**src/rtl/exu_div_ctrl.sv**
```systemverilog
// ============================================================================
// exu_div_ctrl : two-port round-robin front end and sequencer for an iterative divider
// Rev 1.0
// ============================================================================
`default_nettype none

`ifndef REG_DATA_WIDTH
`define REG_DATA_WIDTH 32
`endif

module exu_div_ctrl #(
  parameter int TAG_W = 5,
  parameter int DW    = `REG_DATA_WIDTH
) (
  input  logic             clk,
  input  logic             rst_n,

  input  logic             req0_valid_i,
  output logic             req0_ready_o,
  input  logic [DW-1:0]    req0_dividend_i,
  input  logic [DW-1:0]    req0_divisor_i,
  input  logic [3:0]       req0_op_i,
  input  logic [TAG_W-1:0] req0_tag_i,

  input  logic             req1_valid_i,
  output logic             req1_ready_o,
  input  logic [DW-1:0]    req1_dividend_i,
  input  logic [DW-1:0]    req1_divisor_i,
  input  logic [3:0]       req1_op_i,
  input  logic [TAG_W-1:0] req1_tag_i,

  input  logic             flush_i,

  output logic [DW-1:0]    div_dividend_o,
  output logic [DW-1:0]    div_divisor_o,
  output logic [3:0]       div_op_o,
  output logic             div_start_o,
  input  logic [DW-1:0]    div_result_i,
  input  logic             div_busy_i,
  input  logic             div_valid_i,

  output logic             out_valid_o,
  input  logic             out_ready_i,
  output logic [DW-1:0]    out_result_o,
  output logic [TAG_W-1:0] out_tag_o,
  output logic             out_port_o,

  output logic             busy_o
);

  typedef enum logic [2:0] {
    S_IDLE  = 3'd0,
    S_ISSUE = 3'd1,
    S_WAIT  = 3'd2,
    S_DRAIN = 3'd3,
    S_DONE  = 3'd4
  } state_e;

  localparam logic [DW-1:0] c_all_ones = {DW{1'b1}};
  localparam logic [DW-1:0] c_int_min  = {1'b1, {(DW-1){1'b0}}};

  state_e           state_q, state_d;
  logic             prio_q, prio_d;
  logic [DW-1:0]    dividend_q, dividend_d;
  logic [DW-1:0]    divisor_q, divisor_d;
  logic [DW-1:0]    result_q, result_d;
  logic [3:0]       op_q, op_d;
  logic [TAG_W-1:0] tag_q, tag_d;
  logic             port_q, port_d;

  logic             w_idle;
  logic             w_grant;
  logic             w_accept;
  logic [DW-1:0]    w_sel_dividend;
  logic [DW-1:0]    w_sel_divisor;
  logic [3:0]       w_sel_op;
  logic [TAG_W-1:0] w_sel_tag;
  logic             w_is_div;
  logic             w_is_signed;
  logic             w_div_zero;
  logic             w_overflow;
  logic             w_bypass;
  logic [DW-1:0]    w_bypass_result;

  assign w_idle = (state_q == S_IDLE);

  // Contention goes to the pointer; a lone requester always wins.
  always_comb begin
    w_grant = 1'b0;
    if (req0_valid_i && req1_valid_i) begin
      w_grant = prio_q;
    end else if (req1_valid_i) begin
      w_grant = 1'b1;
    end
  end

  assign req0_ready_o = rst_n & w_idle & ~flush_i & req0_valid_i & ~w_grant;
  assign req1_ready_o = rst_n & w_idle & ~flush_i & req1_valid_i &  w_grant;
  assign w_accept     = req0_ready_o | req1_ready_o;

  assign w_sel_dividend = w_grant ? req1_dividend_i : req0_dividend_i;
  assign w_sel_divisor  = w_grant ? req1_divisor_i  : req0_divisor_i;
  assign w_sel_op       = w_grant ? req1_op_i       : req0_op_i;
  assign w_sel_tag      = w_grant ? req1_tag_i      : req0_tag_i;

  // op one-hot: [0]=DIV [1]=DIVU [2]=REM [3]=REMU
  assign w_is_div    = w_sel_op[0] | w_sel_op[1];
  assign w_is_signed = w_sel_op[0] | w_sel_op[2];
  assign w_div_zero  = (w_sel_divisor == '0);
  assign w_overflow  = w_is_signed && (w_sel_dividend == c_int_min) && (w_sel_divisor == c_all_ones);
  assign w_bypass    = w_div_zero | w_overflow;

  always_comb begin
    w_bypass_result = '0;
    if (w_div_zero) begin
      w_bypass_result = w_is_div ? c_all_ones : w_sel_dividend;
    end else if (w_overflow) begin
      w_bypass_result = w_is_div ? c_int_min : '0;
    end
  end

  assign div_start_o = rst_n & (state_q == S_ISSUE) & ~div_busy_i;

  always_comb begin
    state_d    = state_q;
    prio_d     = prio_q;
    dividend_d = dividend_q;
    divisor_d  = divisor_q;
    op_d       = op_q;
    tag_d      = tag_q;
    port_d     = port_q;
    result_d   = result_q;
    case (state_q)
      S_IDLE: begin
        if (w_accept) begin
          prio_d     = ~w_grant;
          dividend_d = w_sel_dividend;
          divisor_d  = w_sel_divisor;
          op_d       = w_sel_op;
          tag_d      = w_sel_tag;
          port_d     = w_grant;
          if (w_bypass) begin
            result_d = w_bypass_result;
            state_d  = S_DONE;
          end else begin
            state_d  = S_ISSUE;
          end
        end
      end
      S_ISSUE: begin
        // A start that coincides with a flush still launches the divider, so drain it.
        if (flush_i) begin
          state_d = div_start_o ? S_DRAIN : S_IDLE;
        end else if (div_start_o) begin
          state_d = S_WAIT;
        end
      end
      S_WAIT: begin
        if (flush_i) begin
          state_d = div_valid_i ? S_IDLE : S_DRAIN;
        end else if (div_valid_i) begin
          result_d = div_result_i;
          state_d  = S_DONE;
        end
      end
      S_DRAIN: begin
        if (div_valid_i) begin
          state_d = S_IDLE;
        end
      end
      S_DONE: begin
        if (flush_i || out_ready_i) begin
          state_d = S_IDLE;
        end
      end
      default: state_d = S_IDLE;
    endcase
  end

  always_ff @(posedge clk) begin
    if (!rst_n) begin
      state_q    <= S_IDLE;
      prio_q     <= 1'b0;
      dividend_q <= '0;
      divisor_q  <= '0;
      op_q       <= '0;
      tag_q      <= '0;
      port_q     <= 1'b0;
      result_q   <= '0;
    end else begin
      state_q    <= state_d;
      prio_q     <= prio_d;
      dividend_q <= dividend_d;
      divisor_q  <= divisor_d;
      op_q       <= op_d;
      tag_q      <= tag_d;
      port_q     <= port_d;
      result_q   <= result_d;
    end
  end

  assign div_dividend_o = dividend_q;
  assign div_divisor_o  = divisor_q;
  assign div_op_o       = op_q;
  assign out_valid_o    = (state_q == S_DONE);
  assign out_result_o   = result_q;
  assign out_tag_o      = tag_q;
  assign out_port_o     = port_q;
  assign busy_o         = ~w_idle;

endmodule

`default_nettype wire

```
**config.mk**
```make
export PLATFORM = sky130hd
export DESIGN_NAME = exu_div_ctrl
export DESIGN_NICKNAME = d
export VERILOG_FILES = /design/src/rtl/exu_div_ctrl.sv
export SDC_FILE = /design/constraint.sdc
export NUM_CORES = 1
export LEC_CHECK = 0
export ABC_AREA = 1
export BUFFER_PORTS_ARGS = -buffer_cell sky130_fd_sc_hd__buf_2
export CORE_MARGIN = 1
export CORE_UTILIZATION = 35
export DETAILED_ROUTE_END_ITERATION = 6
export SYNTH_ARGS = -nofsm -noshare
export SYNTH_HDL_FRONTEND = slang
export SYNTH_SLANG_ARGS = --single-unit
```
**constraint.sdc**
```tcl
create_clock -name clk -period 2.4 [get_ports clk]
set_input_delay 0.48 -clock clk [delete_from_list [all_inputs] [get_ports clk]]
set_output_delay 0.48 -clock clk [all_outputs]
set_load 0.01 [all_outputs]
```
After elaboration in Yosys (flattened, before gate mapping)
Cells that the tools add are included.

operators by class
  equality and inequality tests = 14
  mux-type cells = 26
  bitwise operators = 16
  reductions and logical operators = 10

operators with widths
  operator                                              number
  two-way mux 32 bit                                    10
  equality test 32 bit (second input constant)          2
  one-hot mux 32 bit (2 select lines)                   1
  zero test 32 bit                                      1
  two-way mux 3 bit                                     8
  one-hot mux 3 bit (5 select lines)                    1
  AND reduction 5 bit                                   2
  bitwise AND 1 bit                                     8
  equality test 3 x 2 -> 1 bit (second input constant)  2
  != test 2 x 1 -> 1 bit (second input constant)        3
  != test 2 bit (second input constant)                 3
  != test 3 bit (second input constant)                 2
  two-way mux 5 bit                                     1
  two-way mux 2 bit                                     2
  two-way mux 4 bit                                     1
  NOT 1 bit                                             4
  bitwise OR 1 bit                                      4
  equality test 3 x 1 -> 1 bit (second input constant)  1
  equality test 3 bit (second input constant)           1
  logical AND 1 bit                                     3
  zero test 3 bit                                       1
  two-way mux 1 bit                                     2
  AND reduction 2 bit                                   1
  nonzero test 2 bit                                    1
  logical OR 1 bit                                      1

storage, ports and cells
  flip-flop bits (word level) = 110
  input port bits = 186
  output and inout port bits = 111
  word-level logic and storage cells = 74

Depth between registers and ports, before layout
Gate-level depths: netlist (run 1).

  depth after elaboration = 11
  gate-level depth with buffers = 19

Least setup slack after synthesis (run 1)
No wires, ideal clock.

  kind = input to register
  from = in req1_valid_i
  to = reg result_q[10], in the netlist out_result_o[10]
  library setup time = 0.113 ns
  data arrival time = 2.109 ns
  required time = 2.287 ns
  setup slack = 0.179 ns
  stages on the path = 14
  buffers on the path = 4
  cells stage by stage = buf_2 buf_2 buf_2 o21ai_2 inv_2 nor2_1 inv_1 o21ai_0 inv_1 nand2_2 inv_2 buf_4 nor2_1 nor2_1

between the ends
  cells in the longest elaborated chain, start to end = 11
  elaborated cells between the ends (all ways) = 28

RTL lines
  element                                                   RTL line  source
  start: declaration                                        25        input logic req1_valid_i,
  two-way mux 1 bit or logical AND 1 bit (tied branches)    92, 90
  two-way mux 1 bit                                         90        if (req0_valid_i && req1_valid_i) begin
  two-way mux 32 bit or two-way mux 4 bit (tied branches)   101, 103
  equality test 32 bit or bitwise OR 1 bit (tied branches)  110, 108
  logical AND 1 bit (2 in a row)                            110       assign w_overflow = w_is_signed && (w_sel_dividend == c_int_min) && (w_sel_divisor == c_all_ones);
  two-way mux 32 bit                                        117       end else if (w_overflow) begin
  two-way mux 32 bit                                        115       if (w_div_zero) begin
  two-way mux 32 bit                                        142       if (w_bypass) begin
  two-way mux 32 bit                                        135       if (w_accept) begin
  one-hot mux 32 bit (2 select lines)                       133       case (state_q)
  end signal: assignment                                    198       result_q <= result_d;
  end: declaration                                          66        logic [DW-1:0] result_q, result_d;

Several ways; a longest one is shown, not always the timed one. The select of a mux whose other input is x is not followed.
A chain may end at the register's enable or synchronous reset.

Worst setup path after layout (run 1)
  from = reg prio_q
  to = reg result_q[31], in the netlist out_result_o[31]

between the ends
  cells in the longest elaborated chain, start to end = 10
  elaborated cells between the ends (all ways) = 26

RTL lines
  element                                                   RTL line  source
  start: declaration                                        63        logic prio_q, prio_d;
  start signal: assignment                                  192       prio_q <= prio_d;
  two-way mux 1 bit *                                       90
  two-way mux 32 bit or two-way mux 4 bit (tied branches)   101, 103
  equality test 32 bit or bitwise OR 1 bit (tied branches)  110, 108
  logical AND 1 bit (2 in a row)                            110
  two-way mux 32 bit                                        117
  two-way mux 32 bit                                        115
  two-way mux 32 bit                                        142
  two-way mux 32 bit                                        135
  one-hot mux 32 bit (2 select lines)                       133

Every way passes the cells marked *; elsewhere a longest branch is shown, timed or not. The select of a mux whose other input is x is not followed.

==> results.py, run 1 <==
metrics = {
    "global_route": {
        "gr-usage-all-layers_pct": 25.41,
        "number_of_global_route_vias_before_repair": 6839,
        "grt_pass1_wl_um": 35250,
        "grt_remaining_overflow": 0,
        "maximum_number_of_pins_on_one_net_before_global_route_repair": 109,
        "antenna_found_initial": 4,
    },
    "route": {
        "drt_first_pass_iters": 5,
        "route.final.wire_length_um": 25370,
        "drcViolationCount": 0,
        "dr.first_iter.drc_count": 507,
        "via_count": 7662,
        "avgRoutedWirePerCell_um": 16.43,
        "drt-vias-per-instance": 4.962,
        "route.antenna.remaining_nets": 0,
    },
    "worst_setup_path": {
        "critical_path_start_end_classification": "reg2reg",
        "most_common_cell_on_crit_path": "sky130_fd_sc_hd__nand2_1",
        "worst-endpoint-arrival_ns": 2.62,
        "cp_slowest_cell": "sky130_fd_sc_hd__dfxtp_2",
        "crit_family": "simple AND/OR/NAND/NOR gates",
        "setup.worst_path.end_class": "flip-flop",
        "worst_r2r_start": "prio_q",
        "worstReg2RegEnd": "out_result_o[31]",
        "path_cells": "inv_4, nand2_8, nand2_8, buf_12, nand2_1, nand2_1, nor2_1, nand2_1, nor2_1, nand2_1, nor2_2, nand3_2, nand3_4, nand2_4, buf_6, nand2_2, nand2_1, nor2_1",
        "r2r_slack_ns": 0.08,
        "cpPeakStageDelay_ns": 0.34,
        "critPathRequiredTime_ns": 2.69,
        "crit_path_max_fanout": 8,
        "cp_num_buf_inv": 3,
        "r2r.worst_path.cells": 18,
        "sort_of_element_at_the_start_of_the_critical_path": "flip-flop",
    },
    "timing": {
        "final-max-slew-violation-count": 0,
        "total_negative_setup_slacks_ns": 0,
        "grt_setup_unrepaired": "yes",
        "setup_ws_ns": 0.07735,
        "peak_freq_ghz": 0.4305,
        "setup_violations_final": 0,
        "tightestPinTransition_ns": 0.6070,
        "finalCriticalPeriod_ns": 2.323,
        "min_period_over_period_pct": 96.78,
        "timing.clock.skew_ns": 0.008792,
        "worst_slew_margin_rel_pct": 59.54,
        "final-hold-violation-count": 0,
    },
    "placement": {
        "gp_routability_congestion": 0.8550,
        "dpl.cell_count": 1512,
        "hpwlAfterDp_um": 17340,
        "numPortBuffers": 296,
        "dpl_worst_slack_ns": -0.2690,
    },
    "logic_synthesis": {
        "synth_xor_area_share_pct": 0,
        "synthMuxAreaShare_pct": 0.1660,
        "syn-num-nets": 1146,
        "synth-compound-area-share_pct": 14.96,
        "ys_warn_count": 0,
        "yosys.area_share.simple_pct": 40.18,
        "yosys.area_share.adder_pct": 0,
        "ys_seq_area_share_pct": 36.53,
        "synthesis.instances": 960,
        "synth_area_per_cell_um2": 6.279,
        "synth_top_family_by_area": "simple AND/OR/NAND/NOR gates",
        "synth.ff_latch_count": 110,
        "mappedNetlistArea_um2": 6028,
        "synth.distinct_cells": 29,
    },
    "finish": {
        "final-instance-count-excl-fill": 1544,
        "final_net_count": 1502,
        "seq_area_um2": 2203,
        "num-fill-cells": 1680,
        "layout-drive-gt1-share_pct": 37.47,
        "flow.area_growth_from_synthesis_pct": 52.43,
        "multiInputGateArea_um2": 3605,
        "post_layout_util_pct": 55.02,
    },
    "cts": {
        "cts-root-to-sink-buffers": 2,
        "clock_transition_at_the_registers_of_the_reported_paths_ns": 0.08,
        "cts_num_sinks": 110,
        "clk_latency_ns": 0.36,
        "holdBufCountCts": 0,
        "tritoncts": "yes",
        "cts_inserted_buffers": 9,
        "root_buffer": "sky130_fd_sc_hd__clkbuf_16",
        "htree_levels": 3,
    },
    "power_and_ir_drop": {
        "vdd.ir_drop.worst_uv": 373.1,
        "total_leakage_power_nw": 4.703,
        "powerDensity_nw_per_um2": 740.1,
    },
    "die": {
        "starting_density_pct": 36.10,
        "die_h_um": 133.2,
        "placement_rows": 47,
        "chipWidth_um": 133.2,
        "dieArea_um2": 17750,
        "io-pin-count": 297,
        "coreArea_um2": 16700,
    },
    "worst_hold_path": {
        "min_delay_worst_endpoint": "out_tag_o[0]",
        "worst_hold_path.num_cells": 3,
        "worstHoldPathType": "in2reg",
        "worst_hold_startpoint": "req0_tag_i[0]",
    },
    "job": {
        "maxCapViolations": 0,
    },
    "outcome": {
        "run_status": "finished clean",
    },
}
[placed cells by master (no fill, tap or decap), types with 3 or more instances in the layout]
cell and count:
sky130_fd_sc_hd__buf_6 14, sky130_fd_sc_hd__o21ai_0 79, sky130_fd_sc_hd__o21ai_1 12, sky130_fd_sc_hd__nor2_1 193, sky130_fd_sc_hd__a31oi_1 7, sky130_fd_sc_hd__a211oi_1 40
sky130_fd_sc_hd__buf_4 83, sky130_fd_sc_hd__a21oi_1 6, sky130_fd_sc_hd__nand2_2 20, sky130_fd_sc_hd__buf_12 6, sky130_fd_sc_hd__nand3b_1 54, sky130_fd_sc_hd__diode_2 3
sky130_fd_sc_hd__dfxtp_1 109, sky130_fd_sc_hd__inv_1 50, sky130_fd_sc_hd__clkbuf_16 16, sky130_fd_sc_hd__nor2_4 6, sky130_fd_sc_hd__nor3_1 5, sky130_fd_sc_hd__nand2_1 242
sky130_fd_sc_hd__nand2_8 3, sky130_fd_sc_hd__inv_8 3, sky130_fd_sc_hd__buf_2 296, sky130_fd_sc_hd__or2_2 3, sky130_fd_sc_hd__nand3_1 22, sky130_fd_sc_hd__nor2_2 16
sky130_fd_sc_hd__nand2_4 5, sky130_fd_sc_hd__o21ai_2 8
[cells by family (layout without fill, tap and decap cells)]
| family | Yosys count | after routing |
|---|---|---|
| simple gates | 573 | 574 |
| flops | 110 | 110 |
| buf+inv | 120 | 480 |
| compound gates | 156 | 156 |
| mux | 1 | 1 |
| other cells | 0 | 3 |
[tightest hold or removal path: cells and delay by family]
| kind | cells | cell delay [ns] |
|---|---|---|
| and+or+nand+nor | 1 | 0.05 |
| buffers and inverters | 1 | 0.09 |
| AOI/OAI and AO/OA | 1 | 0.06 |
[report_power, final]
group	switching, W	total [W]	internal [W]
Sequential	0.000180	0.00234	0.00216
Combinational	0.00175	0.00296	0.00122
Clock	0.000770	0.00150	0.000730
[layer usage]
layer  wire length, um  up-vias  global-route usage [%]
li1                  -     3805                       -
met3              2099       56                   5.936
met1             10720     3454                   31.15
met5                12        -                       0
met2             11520      345                   42.10
met4              1011        2                   11.68
[metrics by stage]
stage / instance area [um2] / hold slack (ns) / total power, W
6_report: 9189 / 0.3702 / 0.006801
5_1_grt: 9189 / 0.3895 / 0.007230
4_1_cts: 8610 / 0.3563 / 0.006519
3_5_place_dp: 8318 / 0.4644 / 0.005011
3_3_place_gp: 8318 / 0.4575 / 0.004998
2_1_floorplan: 6028 / 0.4709 / 0.003838
[registers in the layout (all words and copies together), names as in the netlist]
signal,count
out_tag_o,5
prio_q,1
div_dividend_o,32
div_divisor_o,32
out_result_o,32
state_q,3
out_port_o,1
div_op_o,4
[synth_stat cells]
library cell	number	area [um2]
sky130_fd_sc_hd__buf_2	18	90.09
sky130_fd_sc_hd__or2_1	1	6.260
sky130_fd_sc_hd__buf_1	7	26.28
sky130_fd_sc_hd__inv_1	52	195.2
sky130_fd_sc_hd__a21boi_1	1	7.510
sky130_fd_sc_hd__inv_2	2	7.510
sky130_fd_sc_hd__o21a_1	1	7.510
sky130_fd_sc_hd__nand3_1	23	115.1
sky130_fd_sc_hd__nand3b_1	54	405.4
sky130_fd_sc_hd__nor2_1	215	807.0
sky130_fd_sc_hd__a2111oi_0	1	8.760
sky130_fd_sc_hd__a211oi_1	40	300.3
sky130_fd_sc_hd__or2_2	3	18.77
sky130_fd_sc_hd__clkbuf_1	34	127.6
sky130_fd_sc_hd__nand4_1	2	12.51
sky130_fd_sc_hd__o21ai_0	88	440.4
sky130_fd_sc_hd__buf_4	5	37.54
sky130_fd_sc_hd__mux2i_1	1	10.01
sky130_fd_sc_hd__nor3_1	5	25.02
sky130_fd_sc_hd__clkinv_1	2	7.510
sky130_fd_sc_hd__o21ai_2	1	8.760
sky130_fd_sc_hd__nand2_4	1	11.26
sky130_fd_sc_hd__nand3_2	1	10.01
sky130_fd_sc_hd__o21ai_1	11	55.05
sky130_fd_sc_hd__nand2_2	2	12.51
sky130_fd_sc_hd__dfxtp_1	110	2202
sky130_fd_sc_hd__a31oi_1	7	43.79
sky130_fd_sc_hd__nand2_1	266	998.5
sky130_fd_sc_hd__a21oi_1	6	30.03
[worst max path at each step]
stage / start / to / slack, ns / cells past startpoint
4_1_cts: prio_q / out_result_o[6] / 0.02 / 18
3_5_place_dp: req0_valid_i / out_result_o[6] / -0.27 / 18
3_3_place_gp: req0_valid_i / out_result_o[7] / -0.29 / 17
2_1_floorplan: req1_valid_i / out_result_o[10] / 0.18 / 14
5_1_grt: prio_q / out_result_o[28] / -0.07 / 19
6_report: prio_q / out_result_o[31] / 0.08 / 18
[cell type report]
cell class	count	share of cell area (%)
inverters	56	2.410
well taps	220	2.996
multi-input cells	731	39.23
flip-flops and latches	110	23.98
diodes	3	0.08170
clock inverters	7	0.6944
clock buffers	9	2.451
repair buffers	408	28.16
[what timing repair did]
| item | in CTS | in global routing |
|---|---|---|
| resized for setup | 1 | 107 |
| pin swaps | 0 | 20 |
| gates cloned | 0 | 13 |
| setup buffers | 0 | 1 |
| endpoints found under the setup margin | 29 | 34 |
(Power assumes the default switching activity.)
==> run 2, diff against run 1 <==
==> constraint.sdc (replaced) <==
create_clock -name clk -period 2.4 [get_ports clk]
set_input_delay 0.48 -clock clk [delete_from_list [all_inputs] [get_ports clk]]
set_output_delay 0.48 -clock clk [all_outputs]
set_load 0.02 [all_outputs]
==> run 2 against run 1 <==
Non-clock buffer count shrank 1; routed wire length down 2.8%; sequential power hardly changed; global-route usage grew 0.38 points; final cell count did not move; flip-flop and latch count unchanged; sequential share of layout area shrank 0.091 points; via count is 0.35% lower; clock power down 3%; die area is the same; largest cell class unchanged; highest routed layer is now met4.
==> results.py, run 2 (synthesis gave the netlist of run 1 again) <==
metrics = {
    "finish": {
        "layout.cells.most_common": "sky130_fd_sc_hd__buf_2",
        "final_net_count": 1501,
        "flow.area_growth_from_synthesis_pct": 53.01,
        "layout-drive-gt1-share_pct": 37.42,
        "mostFrequentLayoutCells": "sky130_fd_sc_hd__buf_2 (295), sky130_fd_sc_hd__nand2_1 (244), sky130_fd_sc_hd__nor2_1 (187), sky130_fd_sc_hd__dfxtp_1 (109), sky130_fd_sc_hd__o21ai_0 (86)",
        "num-fill-cells": 1707,
    },
    "global_route": {
        "gr-usage-all-layers_pct": 25.79,
        "maximum_number_of_pins_on_one_net_before_global_route_repair": 109,
        "grt_remaining_overflow": 0,
        "antenna_found_initial": 4,
        "number_of_global_route_vias_before_repair": 6894,
        "grt_pass1_wl_um": 35850,
    },
    "power_and_ir_drop": {
        "cell_internal_pwr_w": 0.004239,
        "vdd.ir_drop.worst_uv": 403.3,
        "switching_share_pct": 41.16,
        "power.sequential.fraction_pct": 32.9,
        "total_leakage_power_nw": 4.715,
        "clock_power_share_pct": 20.2,
        "p_sw_w": 0.002965,
        "power.share.combinational_pct": 46.9,
        "powerDensity_nw_per_um2": 781.0,
    },
    "cts": {
        "cts_num_sinks": 110,
        "cts_inserted_buffers": 9,
        "clk_latency_ns": 0.36,
        "htree_levels": 3,
        "root_buffer": "sky130_fd_sc_hd__clkbuf_16",
        "clock_transition_at_the_registers_of_the_reported_paths_ns": 0.08,
        "tritoncts": "yes",
        "cts-root-to-sink-buffers": 2,
    },
    "timing": {
        "total_negative_setup_slacks_ns": 0,
        "tightestPinTransition_ns": 0.6138,
        "holdWs_ns": 0.3778,
        "worst_slew_margin_rel_pct": 59.08,
        "grt_setup_unrepaired": "yes",
        "timing.clock.skew_ns": 0.007133,
        "final-hold-violation-count": 0,
        "peak_freq_ghz": 0.4208,
        "final-max-slew-violation-count": 0,
        "setup_violations_final": 0,
        "min_period_over_period_pct": 99.01,
        "setup_ws_ns": 0.02373,
        "finalCriticalPeriod_ns": 2.376,
    },
    "worst_setup_path": {
        "r2r_slack_ns": 0.02,
        "setup.worst_path.end_class": "flip-flop",
        "critPathRequiredTime_ns": 2.70,
        "sort_of_element_at_the_start_of_the_critical_path": "flip-flop",
        "critical_path_start_end_classification": "reg2reg",
        "worst_r2r_start": "prio_q",
        "worstReg2RegEnd": "out_result_o[19]",
        "r2r.worst_path.cells": 19,
        "worst-endpoint-arrival_ns": 2.67,
        "crit_path_max_fanout": 7,
    },
    "route": {
        "drcViolationCount": 0,
        "drt-vias-per-instance": 4.945,
        "avgRoutedWirePerCell_um": 15.98,
        "drt_first_pass_iters": 5,
        "route.antenna.remaining_nets": 0,
        "route.final.wire_length_um": 24670,
        "via_count": 7635,
        "dr.first_iter.drc_count": 506,
    },
    "outcome": {
        "run_status": "finished clean",
    },
    "worst_hold_path": {
        "worst_hold_path.num_cells": 3,
        "worstHoldPathType": "in2reg",
        "worst_hold_startpoint": "req0_tag_i[4]",
        "min_delay_worst_endpoint": "out_tag_o[4]",
    },
    "placement": {
        "numPortBuffers": 296,
        "dpl_worst_slack_ns": -0.1706,
        "hpwlAfterDp_um": 17450,
        "gp_routability_congestion": 0.8501,
    },
    "job": {
        "maxCapViolations": 0,
    },
    "die": {
        "io-pin-count": 297,
        "placement_rows": 47,
        "dieArea_um2": 17750,
        "coreArea_um2": 16700,
        "die_h_um": 133.2,
        "starting_density_pct": 36.10,
        "chipWidth_um": 133.2,
    },
}
==> run 2: cell count changes in the layout (fill, tap and decap cells not counted), sizes merged <==
cell,previous run,this run
clkbuf,16,21
buf,401,397
clkinvlp,2,1
clkinv,4,8
diode,3,4
inv,57,52
==> run 2: power by group through the flow <==
stage / Sequential [W] / Combinational, W / Clock [W]
floorplan: 0.00274 / 0.00134 / 0
global placement: 0.00237 / 0.00287 / 0
detailed placement: 0.00238 / 0.00288 / 0
CTS: 0.00234 / 0.00289 / 0.00148
global route: 0.00240 / 0.00367 / 0.00154
finish: 0.00237 / 0.00338 / 0.00146
==> run 2: stage by stage <==
stage	cell area, um2	utilization, %	std cells	total power [W]
2_1_floorplan	6028	-	960	0.004088
3_3_place_gp	8335	49.91	1511	0.005241
3_5_place_dp	8335	49.91	1511	0.005263
4_1_cts	8613	51.57	1527	0.006711
5_1_grt	9224	55.23	1544	0.007603
6_report	9224	55.23	1544	0.007204
==> run 2: routing by layer <==
| metal | global-route usage, % | vias to the layer above | wire length, um |
|---|---|---|---|
| li1 | - | 3816 | - |
| met1 | 33.15 | 3445 | 10530 |
| met2 | 42.74 | 343 | 11720 |
| met3 | 4.833 | 31 | 1886 |
| met4 | 9.722 | 0 | 534 |
| met5 | 0 | - | 0 |
==> run 2: layout make-up <==
class	count	area, um2	share of cell area, %
multi-input cells	731	3602	39.05
repair buffers	407	2629	28.50
flip-flops and latches	110	2203	23.89
well taps	220	275.3	2.984
clock buffers	11	242.7	2.632
inverters	56	226.5	2.455
clock inverters	5	35.03	0.3798
diodes	4	10.01	0.1085
==> run 2: how the worst max path moves through the flow <==
stage,slack [ns],from,cells after the start,end
2_1_floorplan,0.18,req1_valid_i,14,out_result_o[10]
3_3_place_gp,-0.14,req0_valid_i,19,out_result_o[15]
3_5_place_dp,-0.17,req0_valid_i,19,out_result_o[1]
4_1_cts,0.05,prio_q,19,out_result_o[16]
5_1_grt,-0.09,prio_q,16,out_result_o[1]
6_report,0.02,prio_q,19,out_result_o[19]
==> run 2: timing repair <==
action                     in CTS  in global routing
hold buffers                    0                  0
gates resized for setup         0                100
setup buffers                   0                  1
setup endpoints to repair       0                 34
hold endpoints to repair        0                  0
==> run 2: worst max-delay path, cell delays in order, from the launching register on <==
cell,delay (ns)
sky130_fd_sc_hd__dfxtp_2,0.34
sky130_fd_sc_hd__inv_4,0.05
sky130_fd_sc_hd__nand2_8,0.11
sky130_fd_sc_hd__nand2_8,0.10
sky130_fd_sc_hd__clkbuf_16,0.19
sky130_fd_sc_hd__nand2_1,0.05
sky130_fd_sc_hd__nand2_1,0.07
sky130_fd_sc_hd__buf_4,0.15
sky130_fd_sc_hd__nor2_1,0.09
sky130_fd_sc_hd__nand2_1,0.06
sky130_fd_sc_hd__nor2_1,0.14
sky130_fd_sc_hd__nand2_1,0.07
sky130_fd_sc_hd__nor2_1,0.13
sky130_fd_sc_hd__nand3_2,0.11
sky130_fd_sc_hd__nand3_4,0.18
sky130_fd_sc_hd__nand2_4,0.10
sky130_fd_sc_hd__clkinv_8,0.09
sky130_fd_sc_hd__clkbuf_16,0.15
sky130_fd_sc_hd__nor2_1,0.04
sky130_fd_sc_hd__nor2_1,0.09
